## config.mk

```make
export PLATFORM = sky130hd
export DESIGN_NAME = cpu_run_ctrl
export DESIGN_NICKNAME = d
export VERILOG_FILES = /design/src/rtl/cpu_run_ctrl_pkg.sv /design/src/rtl/down_counter.sv /design/src/rtl/cpu_run_ctrl.sv
export SDC_FILE = /design/constraint.sdc
export NUM_CORES = 1
export LEC_CHECK = 0
export CORE_ASPECT_RATIO = 0.7
export CORE_MARGIN = 3
export CORE_UTILIZATION = 38
export DETAILED_ROUTE_END_ITERATION = 16
export PLACE_DENSITY = 0.77
export SYNTH_ARGS = -nofsm -noshare
export SYNTH_HDL_FRONTEND = slang
export SYNTH_SLANG_ARGS = --single-unit
```

## constraint.sdc

```tcl
create_clock -name clk -period 2.8 [get_ports clk]
set_clock_uncertainty 0.1 [all_clocks]
set_input_delay 0.56 -clock clk [delete_from_list [all_inputs] [get_ports clk]]
set_output_delay 0.56 -clock clk [all_outputs]
set_load 0.1 [all_outputs]
```

## src/rtl/cpu_run_ctrl_pkg.sv

```systemverilog
// Shared types for the CPU run controller: sequencer state encoding.
package cpu_run_ctrl_pkg;

  localparam int unsigned STATE_W = 3;

  typedef enum logic [STATE_W-1:0] {
    IDLE,
    LOAD,
    RUN,
    DUMP_REQ,
    DUMP_WAIT,
    DUMP_OUT,
    DONE
  } state_t;

endpackage

```

## src/rtl/down_counter.sv

```systemverilog
// Loadable down-counter that saturates at zero and flags when it is empty.
module down_counter #(
  parameter int unsigned W = 8
) (
  input  logic         clk,
  input  logic         rst,
  input  logic         load,
  input  logic [W-1:0] load_val,
  input  logic         dec,
  output logic         zero
);

  logic [W-1:0] count;

  always_ff @(posedge clk) begin
    if (rst) begin
      count <= '0;
    end else if (load) begin
      count <= load_val;
    end else if (dec && (count != '0)) begin
      count <= count - W'(1);
    end
  end

  assign zero = (count == '0);

endmodule

```

## src/rtl/cpu_run_ctrl.sv

```systemverilog
// Host-side sequencer: loads a program into imem, runs the CPU for a fixed
// cycle budget, then freezes it and streams a window of dmem back out.
module cpu_run_ctrl
  import cpu_run_ctrl_pkg::*;
#(
  parameter int unsigned IMEM_AW = 9,
  parameter int unsigned DMEM_AW = 10,
  parameter int unsigned CYC_W   = 32
) (
  input  logic               clk,
  input  logic               rst,
  input  logic               start,
  input  logic [CYC_W-1:0]   run_cycles,
  input  logic [DMEM_AW:0]   dump_len,
  input  logic               load_valid,
  output logic               load_ready,
  input  logic [31:0]        load_data,
  input  logic               load_last,
  output logic               cpu_rst_n,
  output logic               cpu_enable,
  output logic [31:0]        imem_addr,
  output logic               imem_wen,
  output logic [31:0]        imem_wdata,
  output logic [31:0]        dmem_addr,
  output logic               dmem_ren,
  input  logic [31:0]        dmem_rdata,
  output logic               dump_valid,
  input  logic               dump_ready,
  output logic [31:0]        dump_data,
  output logic               busy,
  output logic               done,
  output logic               load_ovf
);

  localparam logic [DMEM_AW:0] DMEM_DEPTH = {1'b1, {DMEM_AW{1'b0}}};

  state_t               state;
  state_t               nxt;
  logic [IMEM_AW-1:0]   load_ptr;
  logic [DMEM_AW-1:0]   dump_ptr;
  logic [DMEM_AW:0]     dump_len_clamped;
  logic                 start_ok;
  logic                 load_hs;
  logic                 load_exit;
  logic                 dump_hs;
  logic                 run_dec;
  logic                 run_zero;
  logic                 dmp_dec;
  logic                 dmp_zero;

  assign start_ok         = start && ((state == IDLE) || (state == DONE));
  assign load_hs          = load_valid && load_ready;
  assign load_exit        = load_hs && (load_last || (load_ptr == '1));
  assign dump_hs          = dump_valid && dump_ready;
  assign dump_len_clamped = (dump_len > DMEM_DEPTH) ? DMEM_DEPTH : dump_len;

  // The run budget is taken on the LOAD exit edge, so RUN lasts exactly
  // run_cycles cycles; the dump count drops in DUMP_REQ and is therefore
  // already "words left after this one" when DUMP_OUT decides where to go.
  assign run_dec = ((state == LOAD) && load_exit) || (state == RUN);
  assign dmp_dec = (state == DUMP_REQ);

  down_counter #(.W(CYC_W)) u_run_cnt (
    .clk      (clk),
    .rst      (rst),
    .load     (start_ok),
    .load_val (run_cycles),
    .dec      (run_dec),
    .zero     (run_zero)
  );

  down_counter #(.W(DMEM_AW + 1)) u_dump_cnt (
    .clk      (clk),
    .rst      (rst),
    .load     (start_ok),
    .load_val (dump_len_clamped),
    .dec      (dmp_dec),
    .zero     (dmp_zero)
  );

  always_comb begin
    nxt = state;
    case (state)
      IDLE, DONE: if (start) nxt = LOAD;
      LOAD:       if (load_exit) nxt = run_zero ? DUMP_REQ : RUN;
      RUN:        if (run_zero) nxt = DUMP_REQ;
      DUMP_REQ:   nxt = dmp_zero ? DONE : DUMP_WAIT;
      DUMP_WAIT:  nxt = DUMP_OUT;
      DUMP_OUT:   if (dump_hs) nxt = dmp_zero ? DONE : DUMP_REQ;
      default:    nxt = IDLE;
    endcase
  end

  always_ff @(posedge clk) begin
    if (rst) begin
      state      <= IDLE;
      load_ptr   <= '0;
      dump_ptr   <= '0;
      dump_data  <= '0;
      load_ovf   <= 1'b0;
      load_ready <= 1'b0;
      cpu_rst_n  <= 1'b0;
      cpu_enable <= 1'b0;
      dmem_ren   <= 1'b0;
      dump_valid <= 1'b0;
      done       <= 1'b0;
      busy       <= 1'b0;
    end else begin
      state      <= nxt;
      load_ready <= (nxt == LOAD);
      cpu_rst_n  <= nxt inside {RUN, DUMP_REQ, DUMP_WAIT, DUMP_OUT, DONE};
      cpu_enable <= (nxt == RUN);
      // The dump count is stable on every path into DUMP_REQ.
      dmem_ren   <= (nxt == DUMP_REQ) && !dmp_zero;
      dump_valid <= (nxt == DUMP_OUT);
      done       <= (nxt == DONE);
      busy       <= !(nxt inside {IDLE, DONE});

      if (start_ok) begin
        load_ptr <= '0;
        dump_ptr <= '0;
        load_ovf <= 1'b0;
      end

      if ((state == LOAD) && load_hs) begin
        load_ptr <= load_ptr + IMEM_AW'(1);
        if ((load_ptr == '1) && !load_last) load_ovf <= 1'b1;
      end

      if (state == DUMP_WAIT) dump_data <= dmem_rdata;

      if ((state == DUMP_OUT) && dump_hs) dump_ptr <= dump_ptr + DMEM_AW'(1);
    end
  end

  assign imem_wen   = load_ready && load_valid;
  assign imem_addr  = 32'(load_ptr);
  assign imem_wdata = load_data;
  assign dmem_addr  = 32'(dump_ptr);

endmodule

```

==> run metrics, run 1 <==
Synth Area per Inst approximately 8.2 µm²; worst slew pin tran ~560 ps; crit start category flop; die area roughly 16000 µm²; Worst-Skew Late Latency between 300 and 400 ps; Tmin final approximately 2900 ps; hold path start dump_data[31]; synthesized instance count between 600 and 700; # diodes 0; final core occ 0.525; Max Slew Vio Count 0; Max Clock Freq between 300 and 400 MHz; CORE AREA 14200 µm²; Total Wirelength approximately 15 mm; Seq cells post-synth about 110; Power Total 7680 µW; Max transition margin 0.629; CTS sink count 105; antenna-violating nets left 0; main flop type after synthesis dfxtp_1; Net Sw Frac 0.468; post-synthesis sequential area ratio 0.374; Routed WL per cell 15.0 µm; DR vias just over 5k; First-pass DRT Iterations 5; YS warnings 0; Post-synth EDFFs 0; Crit Path Class reg2reg; violated checks setup timing; initial antenna violation count 0; net switching power figure roughly 3600 µW; RR Endpoint u_dump_cnt.count[2]; fraction of registers with async set/reset 0; Hold Crit Class reg2reg; setup violators final 7; DIE HEIGHT roughly 110 µm; largest net degree at the start of global routing 48; CP required 2940 ps; gr ovfl total 0; nets ~930; CP max FO 10; Worst EP arrival 3000 ps; setup ws final -60.2 ps; maximum clock path buffer count 2; register share of total power 0.287; Mapped Area ~5600 µm²; Synth cell types around 70; Reg2Reg Setup Slack -60 ps; # Max-Cap Violations 0; TritonCTS buffer count 9; H-tree depth 3; HPWL Detailed around 11 mm; Die X-Extent between 150 and 200 µm; Worst Hold Path Cells 2; Final Non-Filler Cells ~1k; status finished, violations left; Logic pwr share 0.535; Setup crit end kind flop; Hold Vio Cnt, Final 0; Lkg Pwr around 0.0028 µW; Clk pwr share 0.178; Top Ports 250; Area growth syn-to-layout 32.3%; starting DRC count in detailed routing roughly 340; Worst Reg-to-Reg Cells 11; starting density of the core 0.396; Cell Pwr Density ~1000 nW/µm²; # port buffers between 100 and 150; row count 36; Crit Reg-Reg Startpoint load_ptr[3]; CTS tree yes; total global routing track utilization 0.178; RSZ-0062 raised after global routing true; Post-CTS Hold Fix Bufs 0; Root Buffer Master clkbuf_16; # DRC 0; VDD IR-drop max approximately 0.47 mV; DR vias/cell about 5; Min-Delay Endpoint dump_data[31]; clk slew on worst S/H paths 70 ps; gpl congestion slightly below 0.9; Tcrit/Tclk final 1.02; P_int between 4000 and 5000 µW; dpl cells ~990; first-pass GRT wire length 23.4 mm; fraction of layout cells with a size suffix above 1 0.202; vias in the first global route 4542
==> layout by cell type (no fill, tap or decap), types with 4 or more instances in the layout <==
master,netlist,layout
nand4_1,5,5
clkdlybuf4s50_1,0,79
ha_1,6,4
nor4_2,1,4
or3_1,7,7
nor4_1,15,11
nor4_4,3,4
nand2b_1,7,7
clkbuf_16,0,9
buf_4,77,101
nand2_1,94,94
a21oi_1,51,51
nor2_1,71,70
and3_1,8,5
xnor2_1,18,18
o21ai_0,8,8
conb_1,1,45
dfxtp_1,105,96
inv_1,12,12
nor3_1,15,13
a311oi_1,10,10
a211oi_1,30,29
nand3_1,23,22
nor2b_1,5,5
dfxtp_4,0,6
o211ai_1,4,4
xor2_1,16,16
==> critical path, cell delays in order, from the launching register on <==
cell	delay [ps]
dfxtp_4	340
and3_4	170
and3_4	160
and3_4	180
ha_4	150
o211ai_1	420
a32o_2	270
a211o_1	120
and4bb_4	260
buf_12	140
and2_4	170
a2111oi_4	270
==> per-stage QoR <==
step	TNS, ps	hold WS [ps]	instance area, µm²	setup WS (ps)
2_1_floorplan	-726	364	5870	-153
5_1_grt	-934	371	7440	-166
4_1_cts	-161	357	7390	-36.1
3_3_place_gp	-209	342	6960	-90.5
6_report	-228	356	7440	-60.2
3_5_place_dp	-697	348	6960	-166
==> flip-flops by register name (all words and copies together), names as in the netlist <==
name	cells
u_run_cnt.count	32
busy	1
load_ovf	1
dump_ptr	10
dmem_ren	1
state	3
dump_data	32
done	1
cpu_enable	1
cpu_rst_n	1
load_ready	1
u_dump_cnt.count	11
load_ptr	9
dump_valid	1
==> synth_stat cells (4+ instances only) <==
cell	instances	area, µm²
xnor2_1	18	158
o21ai_0	8	40.0
nand2b_1	7	43.8
nor4_1	15	93.8
and2_1	4	25.0
nor2_1	71	267
buf_4	77	578
buf_2	4	20.0
nand4_1	5	31.3
nand3_1	23	115
nor2b_1	5	31.3
and3_1	8	50.1
nand2_1	94	353
clkbuf_1	26	97.6
nor3_1	15	75.1
o211ai_1	4	30.0
a211oi_1	30	225
or3_1	7	43.8
dfxtp_1	105	2100
ha_1	6	75.1
xor2_1	16	140
inv_1	12	45.0
a311oi_1	10	87.6
a21oi_1	51	255
==> worst max path at each step <==
stage	start	endpoint	slack (ps)	depth (start not counted)
final	load_ptr[3]	u_dump_cnt.count[2]	-60	11
after global routing	load_ptr[3]	u_dump_cnt.count[2]	-170	11
after CTS	load_ptr[3]	u_dump_cnt.count[10]	-40	11
after detailed placement	load_last	u_dump_cnt.count[2]	-170	8
after global placement	load_last	u_dump_cnt.count[2]	-90	8
after floorplan	load_ptr[3]	u_dump_cnt.count[5]	-150	12
==> power groups by stage <==
stage / Sequential (µW) / Combinational (µW) / Clock (µW)
6_report: 2210 / 4110 / 1370
5_1_grt: 2260 / 4450 / 1470
4_1_cts: 2180 / 4090 / 1400
3_5_place_dp: 2210 / 3930 / 0
3_3_place_gp: 2200 / 3870 / 0
2_1_floorplan: 2800 / 2470 / 0
==> cell families (layout without fill, tap and decap cells) <==
group,after synthesis,after routing,share of synthesized area
other cells,1,45,0.000667
compound gates,140,140,0.172
xor+xnor,34,34,0.0529
mux,1,1,0.00178
fa+ha+maj,6,6,0.0133
buf+inv,124,212,0.138
simple gates,277,277,0.247
flops,105,105,0.374
==> metal layers <==
layer  track usage  vias up  share of wire
li1              -     2550              -
met1         0.274     2398           0.50
met2         0.248      167           0.43
met3        0.0429        8          0.061
met4        0.0369        0         0.0081
met5             0        -              0
==> area by class of cell <==
cell class / count / area (µm²)
Clock buffer: 12 / 246
Fill cell: 1343 / 6750
Inverter: 12 / 45.0
Tap cell: 190 / 238
Multi-Input combinational cell: 503 / 3090
Clock inverter: 4 / 76.3
Sequential cell: 105 / 2130
Timing Repair Buffer: 184 / 1620
==> timing repair <==
item                       CTS  global route
pin swaps                    4             6
gates resized for setup      9            11
setup endpoints to repair    6            39
cloned                       1             0
buffers inserted             2             1
No activity file was read; power rests on OpenSTA's default activity.
==> run 2, diff against run 1 <==
--- a/config.mk
+++ b/config.mk
@@ -5,11 +5,13 @@
 export SDC_FILE = /design/constraint.sdc
 export NUM_CORES = 1
 export LEC_CHECK = 0
+export CELL_PAD_IN_SITES_DETAIL_PLACEMENT = 1
+export CELL_PAD_IN_SITES_GLOBAL_PLACEMENT = 2
 export CORE_ASPECT_RATIO = 0.7
 export CORE_MARGIN = 3
-export CORE_UTILIZATION = 38
+export CORE_UTILIZATION = 21
 export DETAILED_ROUTE_END_ITERATION = 16
-export PLACE_DENSITY = 0.77
+export PLACE_DENSITY_LB_ADDON = 0.1
 export SYNTH_ARGS = -nofsm -noshare
 export SYNTH_HDL_FRONTEND = slang
 export SYNTH_SLANG_ARGS = --single-unit
==> run metrics, run 2 (synthesis results as in run 1) <==
status finished, violations left; violated checks setup timing; setup TNS -697 ps; setup violators final 11; Root Buffer Master clkbuf_16; nets 944; P_int 3970 µW; Hold Vio Cnt, Final 0; Worst-Skew Late Latency approximately 360 ps; Die X-Extent approximately 200 µm; delay of the slowest critical-path stage roughly 380 ps; Setup crit end kind flop; Max Slew Vio Count 0; Hold Crit Class reg2reg; Tcrit/Tclk final 1.04; # port buffers 140; Logic pwr share 0.561; Tmin final just under 3000 ps; Max transition margin 0.617; Power Total a little under 8000 µW; DR vias between 5k and 6k; Cell Pwr Density approximately 1000 nW/µm²; RSZ-0062 raised after global routing true; HPWL Detailed 14.9 mm; Area growth syn-to-layout 38.2%; H-tree depth 3; first-pass GRT wire length about 31 mm; placed cell area roughly 7300 µm²; largest net degree at the start of global routing 56; net switching power figure 3820 µW; CP top delay family compound AO/OA/AOI/OAI gates; Clk pwr share 0.156; crit-path cells and3_4, and3_4, and3_4, ha_4, o211ai_1, a32o_2, a211o_1, and4bb_4, buf_6, a31oi_4, o31a_1; VDD IR-drop max between 0.3 and 0.4 mV; starting density of the core 0.216; antenna-violating nets left 0; Top Ports 250; CP max-delay cell and4bb_4; Routed WL per cell 16.8 µm; vias in the first global route 5497; most frequent CP cell and3_4; TritonCTS buffer count 9; maximum clock path buffer count 2; starting DRC count in detailed routing between 150 and 200; Worst Path Buf+Inv 1; register share of total power 0.284; crit start category flop; CP max FO 3; Largest regs dump_data (32), u_run_cnt.count (32), u_dump_cnt.count (11); Crit Path Class reg2reg; DIE HEIGHT between 100 and 150 µm; Net Sw Frac 0.490; CTS sink count about 110; die area a little under 30000 µm²; DR vias/cell about 4.4; Lkg Pwr between 0.002 and 0.003 µW; CTS tree yes; worst slew pin tran approximately 570 ps; clk slew on worst S/H paths about 70 ps; final hold slack 357 ps; commonest cells after routing, fill and taps aside 107 x buf_4, 96 x dfxtp_1, 94 x nand2_1; Worst EP arrival 3060 ps; commonest non-fill, non-tap cell in the layout buf_4; Fill cells between 3k and 4k; First-pass DRT Iterations 4; row count 49; post-route cell area 7770 µm²; Max Clock Freq around 340 MHz; # diodes 0; # DRC 0; Total Wirelength about 20 mm; gr ovfl total 0; fraction of layout cells with a size suffix above 1 0.222; CORE AREA 26000 µm²; CP required approximately 3000 ps; initial antenna violation count 0; setup ws final -108 ps; # Max-Cap Violations 0; total global routing track utilization 0.135; gpl congestion 0.740; dpl ws -222 ps
==> run 2: per-layer routing <==
metal / wire length (µm) / track usage
met1: 9880 / 0.188
met2: 8900 / 0.211
met3: 945 / 0.0342
met4: 226 / 0.0341
met5: 0 / 0
==> run 2: worst reg2reg max path, stage by stage (launching register included) <==
cell and delay, ps:
dfxtp_4 340, and3_4 190, and3_4 170, and3_4 190
ha_4 130, o211ai_1 190, a32o_2 320, a211o_1 290
and4bb_4 380, buf_6 120, a31oi_4 80, o31a_1 290
==> run 2: final timing paths <==
kind	startpoint	end	slack, ps	cells after the start
worst min register to register	dump_data[1]	dump_data[1]	360	2
worst min-delay path	dump_data[1]	dump_data[1]	360	2
worst max register to register	load_ptr[5]	u_dump_cnt.count[10]	-110	11
worst max-delay path	load_ptr[5]	u_dump_cnt.count[10]	-110	11
==> run 2: area by class of cell <==
type | instances | area (µm²) | area share
Sequential cell | 105 | 2130 | 0.274
Clock inverter | 3 | 16.3 | 0.00209
Inverter | 12 | 45.0 | 0.00579
Clock buffer | 12 | 246 | 0.0317
Multi-Input combinational cell | 503 | 3150 | 0.405
Tap cell | 357 | 447 | 0.0575
Timing Repair Buffer | 194 | 1750 | 0.225
==> run 2: what timing repair did <==
item / 4_1_cts / 5_1_grt
buffers inserted: 4 / 2
hold buffers: 0 / 0
endpoints found under the setup margin: 9 / 37
cloned: 0 / 1
resized for setup: 10 / 22
pin swaps: 3 / 20
==> run 2: per-stage QoR <==
stage	util	std cells
2_1_floorplan	-	732
3_3_place_gp	0.279	1165
3_5_place_dp	0.279	1165
4_1_cts	0.293	1184
5_1_grt	0.299	1186
6_report	0.299	1186
==> run 2: power by group through the flow <==
stage / sequential, µW / combinational, µW / clock, µW
2_1_floorplan: 2800 / 2470 / 0
3_3_place_gp: 2200 / 4100 / 0
3_5_place_dp: 2220 / 4140 / 0
4_1_cts: 2190 / 4250 / 1290
5_1_grt: 2270 / 4740 / 1330
6_report: 2210 / 4370 / 1210
